[config.mk]
export PLATFORM = sky130hd
export DESIGN_NAME = dsi_lane_hs_sequencer
export DESIGN_NICKNAME = d
export VERILOG_FILES = /design/src/rtl/dsi_lane_hs_sequencer.sv
export SDC_FILE = /design/constraint.sdc
export NUM_CORES = 1
export LEC_CHECK = 0
export CAP_MARGIN = 20
export CORE_UTILIZATION = 25
export DETAILED_ROUTE_END_ITERATION = 6
export SKIP_CTS_REPAIR_TIMING = 1
export SLEW_MARGIN = 30
export SYNTH_ARGS = -nofsm -noshare
export SYNTH_HDL_FRONTEND = slang
export SYNTH_SLANG_ARGS = --single-unit
[constraint.sdc]
create_clock -name clk -period 6 [get_ports clk]
set_input_delay 1.2 -clock clk [delete_from_list [all_inputs] [get_ports clk]]
set_output_delay 1.2 -clock clk [all_outputs]
set_load 0.01 [all_outputs]
[src/rtl/dsi_lane_hs_sequencer.sv]
// rtl/dsi_lane_hs_sequencer.sv - per-lane MIPI DSI LP/HS burst sequencer feeding an 8:1 serializer
module dsi_lane_hs_sequencer #(
  parameter int unsigned T_LPX        = 2,
  parameter int unsigned T_HS_PREPARE = 3,
  parameter int unsigned T_HS_ZERO    = 4,
  parameter int unsigned T_HS_TRAIL   = 3,
  parameter int unsigned T_HS_EXIT    = 2,
  parameter logic [7:0]  SYNC_BYTE    = 8'hB8
) (
  input  logic       clk,
  input  logic       rst,
  input  logic       in_valid,
  input  logic [7:0] in_data,
  input  logic       in_last,
  output logic       in_ready,
  output logic [7:0] serdes_data,
  output logic       serdes_t,
  output logic       lp_p,
  output logic       lp_n,
  output logic       hs_active,
  output logic       err_underflow
);

  typedef enum logic [2:0] {IDLE, LPX, PREP, ZERO, SYNC, DATA, TRAIL, EXIT} state_t;

  localparam logic [7:0] LPX_LD   = 8'(T_LPX - 1);
  localparam logic [7:0] PREP_LD  = 8'(T_HS_PREPARE - 1);
  localparam logic [7:0] ZERO_LD  = 8'(T_HS_ZERO - 1);
  localparam logic [7:0] TRAIL_LD = 8'(T_HS_TRAIL - 1);
  localparam logic [7:0] EXIT_LD  = 8'(T_HS_EXIT - 1);

  state_t     state;
  logic [7:0] cnt;
  logic       last_bit;

  always_ff @(posedge clk) begin
    if (rst) begin
      state         <= IDLE;
      cnt           <= 8'd0;
      last_bit      <= 1'b0;
      in_ready      <= 1'b0;
      serdes_data   <= 8'h00;
      serdes_t      <= 1'b1;
      lp_p          <= 1'b1;
      lp_n          <= 1'b1;
      hs_active     <= 1'b0;
      err_underflow <= 1'b0;
    end else begin
      err_underflow <= 1'b0;
      case (state)
        IDLE: begin
          if (in_valid) begin
            state     <= LPX;
            cnt       <= LPX_LD;
            lp_p      <= 1'b0;
            lp_n      <= 1'b1;
            hs_active <= 1'b1;
          end
        end
        LPX: begin
          if (cnt == 8'd0) begin
            state <= PREP;
            cnt   <= PREP_LD;
            lp_n  <= 1'b0;
          end else begin
            cnt <= cnt - 8'd1;
          end
        end
        PREP: begin
          if (cnt == 8'd0) begin
            state       <= ZERO;
            cnt         <= ZERO_LD;
            serdes_t    <= 1'b0;
            serdes_data <= 8'h00;
          end else begin
            cnt <= cnt - 8'd1;
          end
        end
        ZERO: begin
          if (cnt == 8'd0) begin
            state       <= SYNC;
            serdes_data <= SYNC_BYTE;
            in_ready    <= 1'b1;
          end else begin
            cnt <= cnt - 8'd1;
          end
        end
        SYNC: begin
          if (in_valid) begin
            state       <= DATA;
            serdes_data <= in_data;
            last_bit    <= in_data[7];
            in_ready    <= ~in_last;
          end else begin
            // Nothing to send: the sync word itself is the last HS bit before trail
            state         <= TRAIL;
            cnt           <= TRAIL_LD;
            in_ready      <= 1'b0;
            err_underflow <= 1'b1;
            last_bit      <= SYNC_BYTE[7];
            serdes_data   <= {8{~SYNC_BYTE[7]}};
          end
        end
        DATA: begin
          // in_ready low here means the final byte is on the wire this cycle
          if (!in_ready) begin
            state       <= TRAIL;
            cnt         <= TRAIL_LD;
            serdes_data <= {8{~last_bit}};
          end else if (in_valid) begin
            serdes_data <= in_data;
            last_bit    <= in_data[7];
            in_ready    <= ~in_last;
          end else begin
            state         <= TRAIL;
            cnt           <= TRAIL_LD;
            in_ready      <= 1'b0;
            err_underflow <= 1'b1;
            serdes_data   <= {8{~last_bit}};
          end
        end
        TRAIL: begin
          if (cnt == 8'd0) begin
            state       <= EXIT;
            cnt         <= EXIT_LD;
            serdes_t    <= 1'b1;
            serdes_data <= 8'h00;
            lp_p        <= 1'b1;
            lp_n        <= 1'b1;
          end else begin
            cnt <= cnt - 8'd1;
          end
        end
        EXIT: begin
          if (cnt == 8'd0) begin
            state     <= IDLE;
            hs_active <= 1'b0;
          end else begin
            cnt <= cnt - 8'd1;
          end
        end
        default: state <= IDLE;
      endcase
    end
  end

endmodule

==> reports/results.tsv <==
metric	value	unit
status	completed	
synth_area_leaders	dfxtp_1, a21oi_1, inv_1	
wl_per_cell	13.0	um
synth_top_area_share	37.4	%
wl	3.31	mm
syn_nets	179	
cts-root-buf	clkbuf_8	
viasPerCell	5.00	
slew_viol_final	0	
core-area	5240	um2
setup_tns	0	ns
ys_ff_latch	26	
finClkSkew	0.00284	ns
hold_depth	2	
vias	1275	
slew-limit-headroom	41.5	%
syn_area_per_cell	8.37	um2
synth-seq-area-share	37.4	%
setup_viol	0	
hold_viol	0	
endpoint_kind	register	
synthCells	166	
htree_levels	1	
async_flop_share	0	%
drive_gt1_share	4.86	%
antenna_found_initial	0	
irDropWorstVdd	0.126	mV
dp_hpwl	2.39	mm
worstPathArrival	3.22	ns
ios	26	
dp_worst_setup_slack	2.69	ns
gp_routability_congestion	0.784	
overflow	0	
synth_area	1390	um2
power_density	432	nW/um2
layout.nets	199	
worstSetupPathType	in2reg	
synthDistinctLibCells	47	
yosys_warnings	0	
grt_max_degree	24	
clk_latency	0.27	ns
cp.required	6.20	ns
io_buffer_count	25	
dieArea	5860	um2
cts_buffers	3	
synth_edf_count	0	
worstMarginPinSlew	0.877	ns
die_w	76.6	um
area_delta_synth_final	24.5	%
cts_tree	done	
rsz0062_at_grt	no	
startpoint_type	input pin	
insertedDiodeCount	0	
most-common-layout-cells	dfxtp_1, clkdlybuf4s50_1, a21oi_1	
grt_pass1_wl	5.69	mm
yosysTopAreaCell	dfxtp_1	
r2r_cells	6	
min_period_over_period	50.3	%
final_common_cell	dfxtp_1	
clk_pin_slew_worst_paths	0.09	ns
min_period	3.02	ns
first_pass_iters	4	
grt_pass1_vias	1217	
initial_utilization	26.5	%
fmax	331	MHz
grt_usage	12.0	%
dominantRegCellSynth	dfxtp_1	
drc	0	
cap_violations	0	
drtIter0Drc	104	
timing.final.ws_setup	2.98	ns
rows	26	
worst-path-max-fanout	23	
p_leak	0.000619	uW
clockBufferDepth	2	
final_antenna_net_count	0	
die_y	76.6	um
hold_path_class	reg2reg	
clkSinkCount	26	
## worst paths after layout
kind / startpoint / end / slack (ns)
setup / recovery: rst / cnt[4] / 2.98
hold / removal: serdes_data[2] / serdes_data[2] / 0.49
setup reg to reg: cnt[1] / cnt[1] / 3.79
hold reg to reg: serdes_data[2] / serdes_data[2] / 0.49
## cells in the mapped netlist (all sizes together), types with 5 or more instances
cell	instances
a21oi	17
a31oi	6
clkbuf	7
dfxtp	26
inv	13
nand2	11
nand2b	5
nor2	10
nor3	5
o21ai	6
o32ai	5
## layout make-up
| type | count | area [um2] |
|---|---|---|
| fill | 539 | 3510 |
| multi-input combinational | 117 | 768 |
| sequential | 26 | 520 |
| timing repair buffer | 25 | 250 |
| tap | 70 | 87.6 |
| clock buffer | 4 | 55.1 |
| inverter | 13 | 48.8 |
## metrics by stage
stage	total power, uW	cells	hold WS (ns)	instance area, um2	util, %
detailed placement	636	251	0.480	1680	32.0
global placement	633	251	0.471	1680	32.0
CTS	754	255	0.494	1730	33.0
global route	811	255	0.523	1730	33.0
finish	747	255	0.485	1730	33.0
floorplan	547	166	0.462	1390	-
## per-layer routing
| metal | track usage [%] | part of all wire [%] |
|---|---|---|
| met5 | 0 | 0 |
| met4 | 4.62 | 1.0 |
| met3 | 2.40 | 4.9 |
| met2 | 19.5 | 46 |
| met1 | 15.5 | 48 |
## where the power goes
part | total (uW) | internal, uW | switching (uW)
logic | 359 | 156 | 203
registers | 273 | 214 | 59.4
clock network | 115 | 58.7 | 56.2
total | 747 | 428 | 319
## worst max-delay path: stages
cell	delay [ns]
clkdlybuf4s50_1	0.80
a221oi_1	0.88
a21oi_1	0.15
a31oi_1	0.18
## state kept, by name (all words and copies together), names as in the netlist
| signal | flops |
|---|---|
| in_ready | 1 |
| lp_n | 1 |
| err_underflow | 1 |
| state | 3 |
| serdes_data | 8 |
| serdes_t | 1 |
| cnt | 8 |
| last_bit | 1 |
| hs_active | 1 |
| lp_p | 1 |
## cell families (layout without fill, tap and decap cells)
family	after synthesis	count (layout)	share of synthesized area [%]
buffers and inverters	23	42	7.29
and+or+nand+nor	49	49	18.5
DFF	26	26	37.4
xor gates and xnor gates	1	1	0.630
adders and majority gates	1	1	0.900
AOI/OAI and AO/OA	66	66	35.2
Note: power is estimated with default switching activity, not from simulation.
